## src/rtl/timing_leak_pkg.sv

```systemverilog
// Shared definitions for the timing leak monitor and the tester wrapper:
// FSM encoding, default sizing and the per-trial result record layout.
package timing_leak_pkg;

    localparam int unsigned TLM_CNT_W   = 8;
    localparam int unsigned TLM_TIMEOUT = 64;
    localparam int unsigned TLM_TRIAL_W = 16;

    typedef enum logic [1:0] {
        ST_IDLE   = 2'd0,
        ST_RUN    = 2'd1,
        ST_SKEW   = 2'd2,
        ST_REPORT = 2'd3
    } tlm_state_e;

    localparam int unsigned TLM_RES_SKEW_W = TLM_CNT_W;
    localparam int unsigned TLM_RES_W      = TLM_RES_SKEW_W + 3;

    typedef struct packed {
        logic                      leak;
        logic                      timeout;
        logic                      first;
        logic [TLM_RES_SKEW_W-1:0] skew;
    } tlm_result_t;

endpackage

```

## src/rtl/timing_leak_monitor_if.sv

```systemverilog
// Trial handshake between the two-copy multiplier tester (master) and the
// leak monitor (slave): shared start, both done levels, per-trial result.
interface timing_leak_monitor_if
    import timing_leak_pkg::*;
#(
    parameter int unsigned CNT_W = TLM_CNT_W
) ();

    logic             start;
    logic             done_a;
    logic             done_b;
    logic             result_valid;
    logic             result_leak;
    logic             result_timeout;
    logic [CNT_W-1:0] result_skew;
    logic             result_first;

    modport master (
        output start, done_a, done_b,
        input  result_valid, result_leak, result_timeout, result_skew, result_first
    );

    modport slave (
        input  start, done_a, done_b,
        output result_valid, result_leak, result_timeout, result_skew, result_first
    );

endinterface

```

## src/rtl/tlm_sat_counter.sv

```systemverilog
// Saturating up-counter with synchronous clear (clear wins over increment)
// and asynchronous active-low reset.
module tlm_sat_counter #(
    parameter int unsigned W = 8
) (
    input  logic         clk,
    input  logic         rst,
    input  logic         clr_i,
    input  logic         inc_i,
    output logic [W-1:0] count_o
);

    logic [W-1:0] count_q;
    logic [W-1:0] count_d;

    always_comb begin
        count_d = count_q;
        if (clr_i) begin
            count_d = '0;
        end else if (inc_i && (count_q != '1)) begin
            count_d = count_q + 1'b1;
        end
    end

    always_ff @(posedge clk or negedge rst) begin
        if (!rst) begin
            count_q <= '0;
        end else begin
            count_q <= count_d;
        end
    end

    assign count_o = count_q;

endmodule

```

## src/rtl/timing_leak_monitor.sv

```systemverilog
// Measures done-to-done skew between two multiplier copies per trial and flags
// skew or hangs as leaks. Optional max_skew port enabled by TLM_MAX_SKEW_EN.
module timing_leak_monitor
    import timing_leak_pkg::*;
#(
    parameter int unsigned CNT_W   = TLM_CNT_W,
    parameter int unsigned TIMEOUT = TLM_TIMEOUT,
    parameter int unsigned TRIAL_W = TLM_TRIAL_W
) (
    input  logic                     clk,
    input  logic                     rst,
    input  logic                     clear,
    timing_leak_monitor_if.slave     bus,
    output logic                     leak_sticky,
    output logic [TRIAL_W-1:0]       trial_count,
    output logic [TRIAL_W-1:0]       leak_count
`ifdef TLM_MAX_SKEW_EN
    ,
    output logic [CNT_W-1:0]         max_skew
`endif
);

    localparam logic [CNT_W-1:0] TIMEOUT_C = CNT_W'(TIMEOUT);

    tlm_state_e       state_q;
    logic             first_q;
    logic             result_valid_q;
    logic             result_leak_q;
    logic             result_timeout_q;
    logic [CNT_W-1:0] result_skew_q;
    logic             result_first_q;
    logic             leak_sticky_q;
`ifdef TLM_MAX_SKEW_EN
    logic [CNT_W-1:0] max_skew_q;
`endif

    logic [CNT_W-1:0] cyc_cnt;
    logic [CNT_W-1:0] skew_cnt;
    logic             both_done;
    logic             one_done;
    logic             second_seen;
    logic             cyc_at_limit;
    logic             skew_at_limit;
    logic             start_accept;
    logic             cyc_clr;
    logic             cyc_inc;
    logic             skew_clr;
    logic             skew_inc;
    logic             trial_inc;
    logic             leak_inc;

    always_comb begin
        both_done     = bus.done_a & bus.done_b;
        one_done      = bus.done_a ^ bus.done_b;
        // done levels stay high, so only the copy that has not finished yet matters
        second_seen   = first_q ? bus.done_a : bus.done_b;
        cyc_at_limit  = (cyc_cnt == TIMEOUT_C);
        skew_at_limit = (skew_cnt == TIMEOUT_C);
        start_accept  = (state_q == ST_IDLE) && bus.start && !clear;
        cyc_clr       = clear | start_accept;
        cyc_inc       = (state_q == ST_RUN);
        skew_clr      = clear | start_accept;
        skew_inc      = ((state_q == ST_RUN) && one_done) ||
                        ((state_q == ST_SKEW) && !second_seen && !skew_at_limit);
        trial_inc     = (state_q == ST_REPORT);
        leak_inc      = (state_q == ST_REPORT) && result_leak_q;
    end

    tlm_sat_counter #(.W(CNT_W)) u_cyc (
        .clk     (clk),
        .rst     (rst),
        .clr_i   (cyc_clr),
        .inc_i   (cyc_inc),
        .count_o (cyc_cnt)
    );

    tlm_sat_counter #(.W(CNT_W)) u_skew (
        .clk     (clk),
        .rst     (rst),
        .clr_i   (skew_clr),
        .inc_i   (skew_inc),
        .count_o (skew_cnt)
    );

    tlm_sat_counter #(.W(TRIAL_W)) u_trial (
        .clk     (clk),
        .rst     (rst),
        .clr_i   (clear),
        .inc_i   (trial_inc),
        .count_o (trial_count)
    );

    tlm_sat_counter #(.W(TRIAL_W)) u_leak (
        .clk     (clk),
        .rst     (rst),
        .clr_i   (clear),
        .inc_i   (leak_inc),
        .count_o (leak_count)
    );

    // Result fields are loaded on entry to REPORT so they line up with result_valid.
    always_ff @(posedge clk or negedge rst) begin
        if (!rst) begin
            state_q          <= ST_IDLE;
            first_q          <= 1'b0;
            result_valid_q   <= 1'b0;
            result_leak_q    <= 1'b0;
            result_timeout_q <= 1'b0;
            result_skew_q    <= '0;
            result_first_q   <= 1'b0;
            leak_sticky_q    <= 1'b0;
`ifdef TLM_MAX_SKEW_EN
            max_skew_q       <= '0;
`endif
        end else if (clear) begin
            state_q          <= ST_IDLE;
            first_q          <= 1'b0;
            result_valid_q   <= 1'b0;
            leak_sticky_q    <= 1'b0;
`ifdef TLM_MAX_SKEW_EN
            max_skew_q       <= '0;
`endif
        end else begin
            result_valid_q <= 1'b0;
            case (state_q)
                ST_IDLE: begin
                    if (bus.start) begin
                        state_q <= ST_RUN;
                        first_q <= 1'b0;
                    end
                end
                ST_RUN: begin
                    if (both_done) begin
                        state_q          <= ST_REPORT;
                        result_valid_q   <= 1'b1;
                        result_leak_q    <= 1'b0;
                        result_timeout_q <= 1'b0;
                        result_skew_q    <= skew_cnt;
                        result_first_q   <= 1'b0;
                    end else if (one_done) begin
                        state_q <= ST_SKEW;
                        first_q <= bus.done_b;
                    end else if (cyc_at_limit) begin
                        state_q          <= ST_REPORT;
                        result_valid_q   <= 1'b1;
                        result_leak_q    <= 1'b1;
                        result_timeout_q <= 1'b1;
                        result_skew_q    <= skew_cnt;
                        result_first_q   <= 1'b0;
                    end
                end
                ST_SKEW: begin
                    if (second_seen || skew_at_limit) begin
                        state_q          <= ST_REPORT;
                        result_valid_q   <= 1'b1;
                        result_leak_q    <= 1'b1;
                        result_timeout_q <= !second_seen;
                        result_skew_q    <= skew_cnt;
                        result_first_q   <= first_q;
                    end
                end
                ST_REPORT: begin
                    state_q       <= ST_IDLE;
                    leak_sticky_q <= leak_sticky_q | result_leak_q;
`ifdef TLM_MAX_SKEW_EN
                    if (result_skew_q > max_skew_q) begin
                        max_skew_q <= result_skew_q;
                    end
`endif
                end
                default: state_q <= ST_IDLE;
            endcase
        end
    end

    assign bus.result_valid   = result_valid_q;
    assign bus.result_leak    = result_leak_q;
    assign bus.result_timeout = result_timeout_q;
    assign bus.result_skew    = result_skew_q;
    assign bus.result_first   = result_first_q;
    assign leak_sticky        = leak_sticky_q;
`ifdef TLM_MAX_SKEW_EN
    assign max_skew           = max_skew_q;
`endif

endmodule

```

## src/flat_wrapper.sv

```systemverilog
// flat-port wrapper written by rule: the top's interface ports become plain ports
module timing_leak_monitor_flat import timing_leak_pkg::*;
#(
    parameter int unsigned CNT_W   = TLM_CNT_W,
    parameter int unsigned TIMEOUT = TLM_TIMEOUT,
    parameter int unsigned TRIAL_W = TLM_TRIAL_W
)
  (clk, rst, clear, leak_sticky, trial_count, leak_count, bus_start, bus_done_a, bus_done_b, bus_result_valid, bus_result_leak, bus_result_timeout, bus_result_skew, bus_result_first);
  timing_leak_monitor_if #(.CNT_W(CNT_W)) bus_i ();
  input  logic clk;
  input  logic rst;
  input  logic clear;
  output logic leak_sticky;
  output logic [TRIAL_W-1:0] trial_count;
  output logic [TRIAL_W-1:0] leak_count;
  input wire logic [$bits(bus_i.start)-1:0] bus_start;
  input wire logic [$bits(bus_i.done_a)-1:0] bus_done_a;
  input wire logic [$bits(bus_i.done_b)-1:0] bus_done_b;
  output wire logic [$bits(bus_i.result_valid)-1:0] bus_result_valid;
  output wire logic [$bits(bus_i.result_leak)-1:0] bus_result_leak;
  output wire logic [$bits(bus_i.result_timeout)-1:0] bus_result_timeout;
  output wire logic [$bits(bus_i.result_skew)-1:0] bus_result_skew;
  output wire logic [$bits(bus_i.result_first)-1:0] bus_result_first;
  assign bus_i.start = bus_start;
  assign bus_i.done_a = bus_done_a;
  assign bus_i.done_b = bus_done_b;
  assign bus_result_valid = bus_i.result_valid;
  assign bus_result_leak = bus_i.result_leak;
  assign bus_result_timeout = bus_i.result_timeout;
  assign bus_result_skew = bus_i.result_skew;
  assign bus_result_first = bus_i.result_first;
  timing_leak_monitor #(.CNT_W(CNT_W), .TIMEOUT(TIMEOUT), .TRIAL_W(TRIAL_W)) u_core (.clk(clk), .rst(rst), .clear(clear), .bus(bus_i), .leak_sticky(leak_sticky), .trial_count(trial_count), .leak_count(leak_count));
endmodule
```

## config.mk

```make
export PLATFORM = sky130hd
export DESIGN_NAME = timing_leak_monitor_flat
export DESIGN_NICKNAME = d
export VERILOG_FILES = /design/src/rtl/timing_leak_pkg.sv /design/src/rtl/timing_leak_monitor_if.sv /design/src/rtl/tlm_sat_counter.sv /design/src/rtl/timing_leak_monitor.sv /design/src/flat_wrapper.sv
export SDC_FILE = /design/constraint.sdc
export NUM_CORES = 1
export LEC_CHECK = 0
export BUFFER_PORTS_ARGS = -buffer_cell sky130_fd_sc_hd__buf_2
export CAP_MARGIN = 20
export CORE_MARGIN = 1.5
export CORE_UTILIZATION = 25
export CTS_CLUSTER_DIAMETER = 80
export DETAILED_ROUTE_END_ITERATION = 7
export RECOVER_POWER = 100
export SLEW_MARGIN = 5
export SYNTH_ARGS = -nofsm -noshare
export SYNTH_HDL_FRONTEND = slang
export SYNTH_SLANG_ARGS = --single-unit
```

## constraint.sdc

```tcl
create_clock -name clk -period 5.88 [get_ports clk]
set_input_delay 1.176 -clock clk [delete_from_list [all_inputs] [get_ports clk]]
set_output_delay 1.176 -clock clk [all_outputs]
set_load 0.005 [all_outputs]
```

==> metrics.md <==
| Metric | Value |
|---|---|
| Post-DRT Antenna Nets | 0 |
| Die area | 0.0156 mm² |
| Starting Density | 0.256 |
| First-pass GRT wire length | 15100 µm |
| Largest net degree at the start of global routing | 65 |
| GPL Wtd Cong | 0.786 |
| Drt total wl | 9190 µm |
| Post-CTS Repair Setup Buffers | 0 |
| Final global-route overflow total | 0 |
| CP Class | in2reg |
| Num rows | 44 |
| Setup TNS | 0 ps |
| Clock-pin slew on the worst setup and hold paths | 60 ps |
| Min cycle time layout | 3650 ps |
| RSZ-0062 raised after global routing | no |
| Drt wl/cell | 14.7 µm |
| Slack of the critical path | 2230 ps |
| Synth warnings | 0 |
| Synthesized area | 0.00371 mm² |
| Hold Crit Class | reg2reg |
| Actual slew at the worst max-slew pin | 2010 ps |
| Worst R2R Setup Slack | 3050 ps |
| Post-synth EDFFs | 0 |
| Worst r2r src | u_core.u_skew.count_o[0] |
| Hold Violations, Final | 0 |
| Die Ht | 125 µm |
| Post-Syn Area per Cell | 9.58 µm² |
| Arrival @ worst endpoint | 3860 ps |
| Clk_lat worst skew | 330 ps |
| Final nets | 453 |
| Layout Cells excl Fill | 625 |
| Initial antenna violation count | 1 |
| Hold path cells | 1 |
| Leak | 0.00183 µW |
| Setup Viol. Count Final | 0 |
| Gr usage total | 0.120 |
| DRT iter0 DRCs | 269 |
| Ports | 51 |
| Top_reg_cell synth | dfrtp_1 |
| Cells after Synth | 387 |
| Clk root buf | clkbuf_16 |
| Achievable Freq | 0.274 GHz |
| Distinct cell type count after synthesis | 56 |
| Vias in the first global route | 3133 |
| CP required | 6100 ps |
| Setup Slack @ Placement | 2990 ps |
| Maximum level of the CTS H-tree | 3 |
| Number of remaining DRC errors | 0 |
| Reg-to-reg endpoint | u_core.bus.result_skew[7] |
| Total vias in the final route | 3170 |
| Min-delay src | u_core.bus.result_skew[4] |
| Fin crit share | 0.620 |
| # hold bufs at CTS | 0 |
| Power Dens Cells | 302 mW/mm² |
| Failing checks | capacitance limit, slew limit |
| Register-to-Register Path Depth | 6 |
| CP max FO | 45 |
| Final core utilization | 0.303 |
| Crit path from | clear |
| Number of synthesized register bits | 64 |
| Layout cells sized above 1 | 0.141 |
| Num CTS Buffers | 9 |
| Filler cells | 1503 |
| Clk sinks | 64 |
| CTS tree | yes |
| Slew Limit Headroom | -0.342 |
| CP Launch Type | primary input |
| Syn nets | 405 |
| Pre-Repair DR Iteration Count | 4 |
| Number of vias per cell | 5.07 |
| Placed cell count | 608 |
| P&R area growth vs syn | 18.5% |
| Die Wd | 125 µm |
| Synth async-reset ratio | 1.00 |
| Sequential area share after synthesis | 0.432 |
| Status | finished, violations left |
| Worst clock skew | 8.52 ps |
| CP endpoint kind | register |
| Port Buf Inserts | 50 |
| Core area | 0.0145 mm² |
| Post-DP HPWL | 6290 µm |
| Post-CTS sizing | 0 |
| Clk buf depth | 2 |
| Critical Path Sink | u_core.bus.result_skew[0] |
| Max-Cap Viols | 1 |
| Slew Limit Fails | 46 |
| Maximum VDD drop | 0.137 mV |
-- cells in the final DEF (no fill, tap or decap), types with 5 or more instances in the layout --
cell	instances
dfrtp_1	64
buf_2	29
nand2_1	28
a21oi_1	26
o21ai_0	25
nand3_1	24
nor2_1	21
clkbuf_1	21
inv_1	18
nand4_1	17
or3_1	15
ha_1	12
nor2b_1	11
mux2_2	10
nor3_1	9
clkbuf_16	9
mux2i_1	8
a211oi_1	7
mux2_1	7
and3_1	6
and4_1	5
-- sequential cells by signal, summed over array words and instances (netlist names) --
register                   cells
u_core.bus.result_skew         8
u_core.first_q                 1
u_core.state_q                 2
u_core.bus.result_first        1
u_core.bus.result_valid        1
u_core.leak_sticky             1
u_core.u_leak.count_o         16
u_core.bus.result_timeout      1
u_core.u_cyc.count_o           8
u_core.bus.result_leak         1
u_core.u_trial.count_o        16
u_core.u_skew.count_o          8
-- cells in the mapped netlist (all sizes together), types with 3 or more instances --
| cell | n | area (µm²) |
|---|---|---|
| a211oi | 7 | 52.6 |
| a21oi | 26 | 130 |
| a31oi | 4 | 25.0 |
| and2 | 3 | 18.8 |
| and3 | 6 | 37.5 |
| and4 | 5 | 43.8 |
| buf | 5 | 38.8 |
| clkbuf | 11 | 41.3 |
| dfrtp | 64 | 1600 |
| ha | 12 | 150 |
| inv | 18 | 67.6 |
| mux2 | 17 | 218 |
| mux2i | 8 | 80.1 |
| nand2 | 28 | 105 |
| nand3 | 24 | 125 |
| nand4 | 17 | 106 |
| nor2 | 21 | 78.8 |
| nor2b | 11 | 68.8 |
| nor3 | 10 | 55.1 |
| nor4 | 4 | 25.0 |
| o2111ai | 3 | 26.3 |
| o211ai | 3 | 27.5 |
| o21ai | 25 | 125 |
| o31ai | 3 | 22.5 |
| or3 | 15 | 93.8 |
| or4 | 5 | 41.3 |
| xnor2 | 4 | 35.0 |
-- where the power goes --
group	internal [µW]	leakage, µW	total (µW)	switching (µW)
sequential	466	0.000884	492	25.1
combinational	93.1	0.000791	253	159
clock	380	0.000158	582	202
total	940	0.00183	1330	386
-- metal layers --
layer,global-route usage,part of all wire,up-vias
met4,0.0480,0.013,0
met3,0.0382,0.046,9
met5,0,0,-
li1,-,-,1546
met1,0.143,0.46,1567
met2,0.199,0.48,48
-- cells by family after synthesis --
family / Yosys count / synth area share
compound gates: 88 / 0.158
fa+ha+maj: 12 / 0.0405
simple gates: 159 / 0.237
flops: 64 / 0.432
xor+xnor: 5 / 0.0118
buf+inv: 34 / 0.0398
mux: 25 / 0.0804
-- through the flow --
step | cell area, µm² | hold slack [ps] | total power (µW)
after detailed placement | 4140 | 480 | 771
after global routing | 4390 | 509 | 1400
final | 4390 | 486 | 1330
after floorplan | 3710 | 479 | 697
after global placement | 4140 | 472 | 762
after CTS | 4460 | 495 | 1360
-- final cells by class --
cell class | count | area, µm² | area share
Clock buffer | 10 | 239 | 0.0544
Multi-Input combinational cell | 289 | 1930 | 0.438
Clock inverter | 6 | 82.6 | 0.0188
Timing Repair Buffer | 53 | 243 | 0.0553
Antenna cell | 1 | 2.50 | 0.000570
Tap cell | 184 | 230 | 0.0524
Inverter | 18 | 67.6 | 0.0154
Sequential cell | 64 | 1600 | 0.365
-- worst max-delay path, stage by stage --
cell      delay, ps
buf_2            70
clkbuf_1       1430
and2b_1         370
nand3_1         400
mux2_2          390
-- worst min-delay path by stage --
stage | endpoint | slack (ps)
floorplan | u_core.bus.result_first | 480
global placement | u_core.bus.result_first | 470
detailed placement | u_core.bus.result_first | 480
CTS | u_core.bus.result_first | 490
global route | u_core.bus.result_skew[1] | 510
finish | u_core.bus.result_skew[4] | 490
Power figures use the tool's default switching activity.
